<file path="config.mk">
export PLATFORM = sky130hd
export DESIGN_NAME = lsu_mem_stage
export DESIGN_NICKNAME = d
export VERILOG_FILES = /design/src/rtl/lsu_mem_stage.sv
export SDC_FILE = /design/constraint.sdc
export NUM_CORES = 1
export LEC_CHECK = 0
export ABC_AREA = 1
export CAP_MARGIN = 20
export CORE_MARGIN = 10
export CORE_UTILIZATION = 46
export DETAILED_ROUTE_END_ITERATION = 10
export GPL_ROUTABILITY_DRIVEN = 1
export PLACE_DENSITY = 0.87
export SLEW_MARGIN = 0
export SYNTH_ARGS = -nofsm -noshare
export SYNTH_HDL_FRONTEND = slang
export SYNTH_SLANG_ARGS = --single-unit
</file>
<file path="constraint.sdc">
create_clock -name clk -period 5 [get_ports clk]
set_clock_uncertainty 0.1 [all_clocks]
set_input_delay 1 -clock clk [delete_from_list [all_inputs] [get_ports clk]]
set_output_delay 1 -clock clk [all_outputs]
set_load 0.03 [all_outputs]
</file>
<file path="src/rtl/lsu_mem_stage.sv">
// Load/store unit feeding the data RAM: one request in flight,
// fixed-latency access, lane select and extension of load data.
module lsu_mem_stage #(
   parameter int LATENCY = 1
) (
   input  logic        clk,
   input  logic        rst_n,
   input  logic        req_valid,
   output logic        req_ready,
   input  logic        req_wen,
   input  logic [2:0]  req_funct3,
   input  logic [31:0] req_addr,
   input  logic [31:0] req_wdata,
   output logic        rsp_valid,
   input  logic        rsp_ready,
   output logic [31:0] rsp_rdata,
   output logic        rsp_err,
   output logic        mem_wen,
   output logic [1:0]  mem_len,
   output logic [31:0] mem_waddr,
   output logic [31:0] mem_wdata,
   output logic [31:0] mem_raddr,
   input  logic [31:0] mem_rdata
);

   typedef enum logic [1:0] {
      IDLE,
      WAIT,
      RESP
   } state_t;

   localparam logic [3:0] CNT_INIT = 4'(LATENCY - 1);

   state_t      state_q;
   state_t      state_d;
   logic [3:0]  cnt_q;
   logic [3:0]  cnt_d;
   logic        wen_q;
   logic        uns_q;
   logic        bad;
   logic        fire;
   logic        go;
   logic        done;
   logic [31:0] wmask;
   logic [31:0] sh;
   logic [31:0] ld;

   assign req_ready = (state_q == IDLE);
   assign rsp_valid = (state_q == RESP);
   assign fire      = req_valid && (state_q == IDLE);
   assign go        = fire && !bad;
   assign done      = (state_q == WAIT) && (cnt_q == 4'd0);
   assign mem_wen   = done && wen_q;

   always_comb begin
      bad = 1'b0;
      unique case (req_funct3)
         3'b000:         bad = 1'b0;
         3'b001:         bad = req_addr[0];
         3'b010:         bad = |req_addr[1:0];
         3'b100, 3'b101: bad = req_wen | (req_funct3[0] & req_addr[0]);
         default:        bad = 1'b1;
      endcase
   end

   always_comb begin
      wmask = 32'hFFFF_FFFF;
      unique case (req_funct3[1:0])
         2'b00:   wmask = 32'h0000_00FF;
         2'b01:   wmask = 32'h0000_FFFF;
         default: wmask = 32'hFFFF_FFFF;
      endcase
   end

   // Halves are 2-byte aligned, so one byte-granular shift serves both widths.
   assign sh = mem_rdata >> {mem_waddr[1:0], 3'b000};

   always_comb begin
      ld = mem_rdata;
      unique case (mem_len)
         2'b00:   ld = uns_q ? {24'd0, sh[7:0]} : {{24{sh[7]}}, sh[7:0]};
         2'b01:   ld = uns_q ? {16'd0, sh[15:0]} : {{16{sh[15]}}, sh[15:0]};
         default: ld = mem_rdata;
      endcase
   end

   always_ff @(posedge clk or negedge rst_n) begin
      if (!rst_n) begin
         state_q <= IDLE;
         cnt_q   <= 4'd0;
      end else begin
         state_q <= state_d;
         cnt_q   <= cnt_d;
      end
   end

   always_comb begin
      state_d = state_q;
      cnt_d   = cnt_q;
      unique case (state_q)
         IDLE: begin
            if (fire) begin
               state_d = bad ? RESP : WAIT;
               cnt_d   = bad ? cnt_q : CNT_INIT;
            end
         end
         WAIT: begin
            if (cnt_q != 4'd0) begin
               cnt_d = cnt_q - 4'd1;
            end else begin
               state_d = RESP;
            end
         end
         RESP: begin
            if (rsp_ready) begin
               state_d = IDLE;
            end
         end
         default: state_d = IDLE;
      endcase
   end

   always_ff @(posedge clk or negedge rst_n) begin
      if (!rst_n) begin
         wen_q     <= 1'b0;
         uns_q     <= 1'b0;
         rsp_rdata <= 32'd0;
         rsp_err   <= 1'b0;
         mem_len   <= 2'd0;
         mem_waddr <= 32'd0;
         mem_wdata <= 32'd0;
         mem_raddr <= 32'd0;
      end else begin
         if (go) begin
            wen_q     <= req_wen;
            uns_q     <= req_funct3[2];
            mem_len   <= req_funct3[1:0];
            mem_waddr <= req_addr;
            mem_wdata <= req_wdata & wmask;
            mem_raddr <= {req_addr[31:2], 2'b00};
         end
         if (fire && bad) begin
            rsp_rdata <= 32'd0;
            rsp_err   <= 1'b1;
         end
         if (done) begin
            rsp_rdata <= wen_q ? 32'd0 : ld;
            rsp_err   <= 1'b0;
         end
      end
   end

endmodule
</file>
# After elaboration in Yosys (flattened, before gate mapping)
# Cells that the tools add are included.
# totals
register_bits	137
in_bits	104
output_inout_bits	134
wordCells	65
# op_classes
add_sub_neg	1
eq_ne	13
n_shift	1
muxes	19
n_bitwise	3
reduce_logical	18
# ops
cell	count
$mux 32	5
$pmux 32 s2	2
$and 32x32->32	1
$shr 32x5->16	1
$mux 4	3
$mux 2	4
$pmux 4 s2	1
$eq 2x1->1 const B	3
$eq 3x3->1 const B	2
$logic_not 2->1	3
$ne 2x1->1 const B	3
$pmux 2 s3	1
$logic_and 1x1->1	5
$logic_not 4->1	1
$ne 2x2->1 const B	2
$pmux 1 s4	1
$reduce_and 4->1	1
$reduce_bool 2->1	2
$reduce_bool 4->1	1
$reduce_or 2->1	2
$sub 4x1->4 const B	1
$eq 3x1->1 const B	1
$eq 3x2->1 const B	1
$logic_not 3->1	1
6 further kinds	7

# Logic depth before layout (Yosys ltp)
# Gate-level depths: netlist (run 1).
# logic_depth
ltp_word	6
depth_mapped	10
mapped_depth_nobuf	8

# Worst setup path after synthesis (run 1)
# OpenSTA, ideal clock, no wires.
# synth_path
path_type	flip-flop to output port
start	register cnt_q[0]
end	output port mem_wen
arrival_time_ns	1.337
required_time_ns	3.900
slack_ns	2.563
stages_incl_launch_ff	7
path_buffers	0
path_cell_list	dfrtp_1 > inv_1 > ha_1 > nand3_2 > nor2_8 > inv_1 > nor2_1
# synth_via
elab_chain_len	3
# synth_rtl
element	line	source
start: declaration	36	logic [3:0] cnt_q;
start signal: assignment	93	cnt_q <= cnt_d;
$logic_not 4->1	52	assign done = (state_q == WAIT) && (cnt_q == 4'd0);
$logic_and 1x1->1	52	
$logic_and 1x1->1	53	assign mem_wen = done && wen_q;
end: declaration	18	output logic mem_wen,
# No other way between the ends.

# Worst setup path in the final report (run 1)
# layout_path
start	input port req_funct3[1]
end	register mem_waddr[26]
# layout_via
elab_chain_len	5
elab_cells_between_ends	9
cone_classes	eq/ne: 4; mux: 1; reduce/logical: 4
# layout_rtl
element	line	source
start: declaration	11	input logic [2:0] req_funct3,
$eq 3x3->1	57	unique case (req_funct3)
$reduce_or 2->1	57	
$pmux 1 s4 (*)	57	
$logic_not 1->1 (*)	51	assign go = fire && !bad;
$logic_and 1x1->1 (*)	51	
end signal: assignment	138	mem_waddr <= req_addr;
end: declaration	20	output logic [31:0] mem_waddr,
# Every way passes the cells marked *; elsewhere a longest branch is shown, timed or not.
# A chain may end at the register's enable or synchronous reset.

==> results of run 1 <==
==> power groups by stage <==
stage / clock [mW] / combinational (mW) / sequential, mW
after floorplan: 0 / 1.21 / 1.99
after global placement: 0 / 2.72 / 1.45
after detailed placement: 0 / 2.77 / 1.46
after CTS: 0.733 / 2.78 / 1.46
after global routing: 0.765 / 2.95 / 1.50
final: 0.719 / 2.75 / 1.45
==> final cells by class <==
| type | count | area [um^2] |
|---|---|---|
| clock inverter | 7 | 76.32 |
| sequential | 107 | 2678 |
| timing repair buffer | 238 | 2372 |
| fill | 961 | 3694 |
| tap | 143 | 178.9 |
| multi-input combinational | 432 | 1954 |
| clock buffer | 9 | 225.2 |
| inverter | 77 | 289.0 |
==> metal layers <==
metal  routed length (um)  vias to the layer above  GRT usage [%]  part of all wire, %
li1                     -                     2444              -                    -
met1                 6182                     2281          22.21                   37
met2                 8183                      191          32.99                   49
met3                 1859                       22          8.478                   11
met4                  355                        0          6.755                  2.1
met5                    0                        -              0                    0
==> state kept, by name (all words and copies together), names as in the netlist <==
register   count
mem_len        2
rsp_err        1
rsp_rdata     32
cnt_q          4
mem_waddr     32
wen_q          1
state_q        2
mem_wdata     32
uns_q          1
==> cells by family after synthesis <==
kind of cell               count (synthesis)  synth area share, %
buffers and inverters                    141                14.28
adders and majority gates                  1               0.2321
xor gates and xnor gates                   2               0.3251
and+or+nand+nor                          315                23.87
other                                      1              0.06959
DFF                                      107                49.69
AOI/OAI and AO/OA                        112                11.54
==> worst max-delay path, delay by kind of cell <==
| kind | cells | cell delay [ps] |
|---|---|---|
| AO/OA/AOI/OAI | 1 | 120 |
| AND/OR/NAND/NOR | 4 | 660 |
| buffers and inverters | 3 | 1850 |
==> path summary, 6_finish.rpt <==
check | start | end | slack [ps] | cells after the start
worst max register to register | mem_waddr[0] | rsp_rdata[13] | 2680 | 8
worst max-delay path | req_funct3[1] | mem_waddr[26] | 1420 | 8
worst min register to register | rsp_rdata[4] | rsp_rdata[4] | 380 | 2
worst min-delay path | rsp_rdata[4] | rsp_rdata[4] | 380 | 2
max in group asynchronous | rst_n | rsp_rdata[31] | 3140 | 2
min in group asynchronous | rst_n | mem_waddr[10] | 660 | 1
==> placed cells by master, fill, tap and decap left out, types with 2 or more instances in the layout <==
cell,n
nand2_1,247
clkdlybuf4s50_1,234
dfrtp_1,107
o21ai_1,71
inv_1,68
nor2_1,32
nand3_1,23
a21oi_1,15
clkbuf_16,9
a21oi_2,8
o21ai_0,8
inv_2,7
clkinvlp_4,5
nand2_2,4
o211ai_1,4
buf_4,4
o22ai_1,3
nor2_4,2
nand3_2,2
nor2_2,2
clkinv_1,2
xor2_1,2
conb_1,2
==> metrics.cfg, run 1 <==
[timing]
fin_crit_sh_pct=71.59
setup_violations=0
rsz0062_at_grt=false
finalSetupTns_ps=0
timing.hold.ws_ps=375.4
finalMaxSlewViolations=0
final_hold_viol_count=0
final.min_clock_period_ps=3579
worst_pin_slew_ps=1029
relSlewSlack_pct=31.41
max_freq_mhz=279.4
setup_ws_ps=1421

[global_route]
gr-total-overflow=0
track_usage_pct=19.81
grt_max_degree=115
grt_pass1_wl_um=26120
grt_pass1_vias=5012
antenna_found_initial=0

[run]
drv_cap=0

[logic_synthesis]
yosys_warnings=0
ys_seq_area_share_pct=49.69
synthFlopType=dfrtp_1
synth-edff-count=0
ys_top_cells_by_count=nand2_1, dfrtp_1, o21ai_1, inv_1, buf_4
yosys.area.top_type=dfrtp_1
ys_top_cells_by_area=dfrtp_1, nand2_1, o21ai_1
ys_ff_latch=107
synth_top_area_share_pct=49.69
syn_area_um2=5389
yosys.cell_types.count=31
syn-instance-count=679
syn_avg_cell_area_um2=7.937
synthArstFlopShare_pct=100.0
synth_most_common_cell=nand2_1

[cts]
hold_buffers=0
cts.sinks=107
cts-buffers-inserted=9
clk_root_buffer_cell=clkbuf_16
clk_pin_slew_ps=70
cts_buffer_depth=2
htree_levels=3
cts_tree=yes
worstSkewPairLatency_ps=340
cts_resized=0
postCtsSetupBuffers=0

[critical_path]
start_kind=input pin
critPathMaxStageDelay_ps=930
worstPathRequired_ps=5160
cpMaxStageDelayCell=clkdlybuf4s50_1
cp_data_arrival_time_ps=3740
crit_path_cell_trace=clkdlybuf4s50_1 > inv_2 > nand2_4 > nand2_2 > nand4_4 > buf_4 > nand2_1 > o21ai_1
path_class=input pin to flop
worst-path-max-fanout=114
cp-end-kind=flop

[placed_design]
dp.cells=997
dp_slack_ps=1066
placed_cell_area_um2=7472
dp_hpwl_um=12590
io_buffers=235
place.gp.congestion=0.8963

[die]
die-height_um=128.2
dieWidth_um=128.2
core_um2=11470
ioPinCount=238
rows=39
start_util_pct=46.99
dieArea_um2=16440

[pwr]
swShare_pct=46.39
p_clk_share_pct=14.6
p_per_area_nw_per_um2=632.8
comb_power_share_pct=55.8
leakage_nw=3.808
p_seq_share_pct=29.6
cell_internal_pwr_mw=2.637
fin_total_pwr_mw=4.919
peakVddDrop_v=0.0004616
p_sw_mw=2.282

[detailed_routing]
drtAntennaViolNets=0
drt_wl_total_um=16580
dr.pass1.iters=5
drtIter0Drc=447
vias=4938
vias_per_cell=4.875
route.detailed.drc=0
drt-wirelength-per-cell_um=16.37

[min_path]
hold_class=flop to flop

[finish]
post-route-util_pct=67.79
area_delta_synth_final_pct=44.25
fin_nets=970
fin_cells=1013
fin_area_um2=7774
diodes=0
final_layout_size_suffix_gt1_share_pct=5.747

[outcome]
status=complete, no violations

Power figures use the tool's default switching activity.
==> run 2: changes to the inputs <==
CORE_UTILIZATION = 43   (was 46)
PLACE_DENSITY = 0.82   (was 0.87)
clock period = 3.4 ns   (was 5 ns; I/O delays follow)
==> run 2 against run 1 <==
Effect of this change:
- sequential power up 44%
- cell count rose by 2.9%
- clock-buffer cell count rose by 3
- cell area increased by 1.4%
- global-route usage down 1.0 points
- power up 49%
- worst hold slack worse by 130 ps
- die area increased by 5.9%
- flip-flop and latch count stayed put
- non-clock buffer count rose by 4
==> metrics.cfg, run 2 (synthesis results as in run 1) <==
[outcome]
status=complete, no violations

[timing]
final.min_clock_period_ps=2933
finalMaxSlewViolations=0  ; unchanged
setup_violations=0  ; unchanged
final_hold_viol_count=0  ; unchanged
finalSetupTns_ps=0  ; unchanged
worst_pin_slew_ps=640.9  ; -387.9 ps
rsz0062_at_grt=false
fin_crit_sh_pct=86.28
relSlewSlack_pct=57.27  ; +26 points
max_freq_mhz=340.9

[critical_path]
cpMaxStageDelayCell=clkdlybuf4s50_1
crit_family=buffers and inverters
timing.critical_path.mode_cell=inv_1
cp_data_arrival_time_ps=2150  ; -1590 ps
crit_path_cell_trace=inv_1 > ha_1 > nand3_2 > nor2_8 > inv_1 > nor2_1 > clkdlybuf4s50_1
worst-path-buf-inv=3  ; unchanged
path_class=flop to output port
worst-path-max-fanout=4  ; -96%
cp-end-kind=output port
start_kind=flop
worstPathRequired_ps=2620  ; -2540 ps
critPathMaxStageDelay_ps=690  ; -240 ps

[global_route]
gr-total-overflow=0  ; unchanged
grt_pass1_wl_um=26720  ; +2.3%
track_usage_pct=18.80  ; -1.0 points
grt_pass1_vias=4982  ; -0.60%
antenna_found_initial=0  ; unchanged
grt_max_degree=115  ; unchanged

[die]
core_um2=12160  ; +6.1%
start_util_pct=44.31  ; -2.7 points
ioPinCount=238  ; unchanged
dieArea_um2=17410  ; +5.9%
rows=40  ; +2.6%
dieWidth_um=132.0  ; +2.9%
die-height_um=132.0  ; +2.9%

[cts]
cts.sinks=107  ; unchanged
cts_resized=0  ; unchanged
hold_buffers=0  ; unchanged
cts_buffer_depth=2  ; unchanged
cts_tree=yes
clk_root_buffer_cell=clkbuf_16
postCtsSetupBuffers=0  ; unchanged
worstSkewPairLatency_ps=350  ; about the same
clk_pin_slew_ps=70  ; about the same
cts-buffers-inserted=9  ; unchanged
htree_levels=3  ; unchanged

[detailed_routing]
route.detailed.drc=0  ; unchanged
drt_wl_total_um=16600  ; +0.12%
vias_per_cell=4.756  ; -2.4%
drt-wirelength-per-cell_um=15.93  ; -2.7%
drtAntennaViolNets=0  ; unchanged
drtIter0Drc=346  ; -23%
vias=4956  ; +0.36%
dr.pass1.iters=5  ; unchanged

[finish]
ff_latch_area_um2=2678  ; unchanged
final_cell_mix=nand2_1, clkdlybuf4s50_1, dfrtp_1
post-route-util_pct=64.78  ; -3.0 points
largestRegisters=mem_waddr (32), mem_wdata (32), rsp_rdata (32)
fin_nets=974  ; +0.41%
area_delta_synth_final_pct=46.20
final_layout_size_suffix_gt1_share_pct=5.950  ; +0.20 points
nFillCells=1042  ; +8.4%
layout_commonest_cell=nand2_1
multi_input_area_um2=1954  ; unchanged
diodes=0  ; unchanged

[min_path]
hold_class=input pin to async pin

[pwr]
p_sw_mw=3.345  ; +47%
p_clk_share_pct=15.6  ; +1.0 points
p_seq_share_pct=28.5  ; -1.1 points
peakVddDrop_v=0.0005127  ; +11%
p_per_area_nw_per_um2=931.2  ; +47%
cell_internal_pwr_mw=3.991  ; +51%
leakage_nw=3.863  ; +1.5%
swShare_pct=45.60  ; -0.79 points
comb_power_share_pct=55.9  ; about the same
fin_total_pwr_mw=7.337  ; +49%

[run]
drv_cap=0  ; unchanged

[placed_design]
place.gp.congestion=0.8731  ; -2.6%
dp_hpwl_um=12580  ; -0.13%
io_buffers=235  ; unchanged

-- run 2: cell count changes in the layout (fill, tap and decap cells not counted), sizes merged --
| cell | previous run | this run |
|---|---|---|
| clkinvlp | 5 | 0 |
| buf | 4 | 8 |
| clkbuf | 9 | 12 |
| clkinv | 2 | 4 |
| bufinv | 1 | 2 |
| inv | 76 | 75 |
-- run 2: per-layer routing --
layer | GRT usage [%] | share of wire [%]
met1 | 22.13 | 41
met2 | 30.30 | 47
met3 | 8.155 | 11
met4 | 5.624 | 1.5
met5 | 0 | 0
-- run 2: final timing paths --
kind,from,end,slack [ps],depth (start not counted)
worst max register to register,cnt_q[0],rsp_rdata[0],1160,8
worst min register to register,rsp_rdata[22],rsp_rdata[22],380,2
worst min-delay path,rst_n,rsp_rdata[11],250,1
min in group clk,rsp_rdata[22],rsp_rdata[22],380,2
max in group asynchronous,rst_n,mem_waddr[28],2210,2
worst max-delay path,cnt_q[0],mem_wen,470,7
-- run 2: metrics by stage --
stage | setup WS [ps] | hold WS, ps | std cells | cell area, um^2
final | 466.5 | 248.1 | 1042 | 7879
after CTS | 446.0 | 268.8 | 1042 | 7879
after global placement | 875.9 | 355.7 | 1026 | 7559
after floorplan | 1283 | 284.4 | 680 | 5393
after detailed placement | 834.2 | 364.4 | 1026 | 7559
after global routing | 366.9 | 296.4 | 1042 | 7879
-- run 2: final cells by class --
cell class,count,share of cell area (%)
clock buffer,12,3.128
clock inverter,4,0.9370
inverter,77,3.668
multi-input combinational,432,24.81
sequential,107,33.98
tap,168,2.668
timing repair buffer,242,30.81
-- run 2: worst reg2reg max path: stages (launching register included) --
cell and delay, ps:
dfrtp_1 370, inv_1 70, ha_1 230, nand3_2 140, nor2_8 50, nand2_2 390, clkinv_1 480, o211ai_1 230
nand2_1 70
-- run 2: power groups by stage --
| stage | logic [mW] | registers [mW] | clock network (mW) |
|---|---|---|---|
| floorplan | 1.79 | 2.92 | 0 |
| global placement | 4.07 | 2.10 | 0 |
| detailed placement | 4.13 | 2.11 | 0 |
| CTS | 4.14 | 2.10 | 1.16 |
| global route | 4.41 | 2.16 | 1.21 |
| finish | 4.10 | 2.09 | 1.15 |
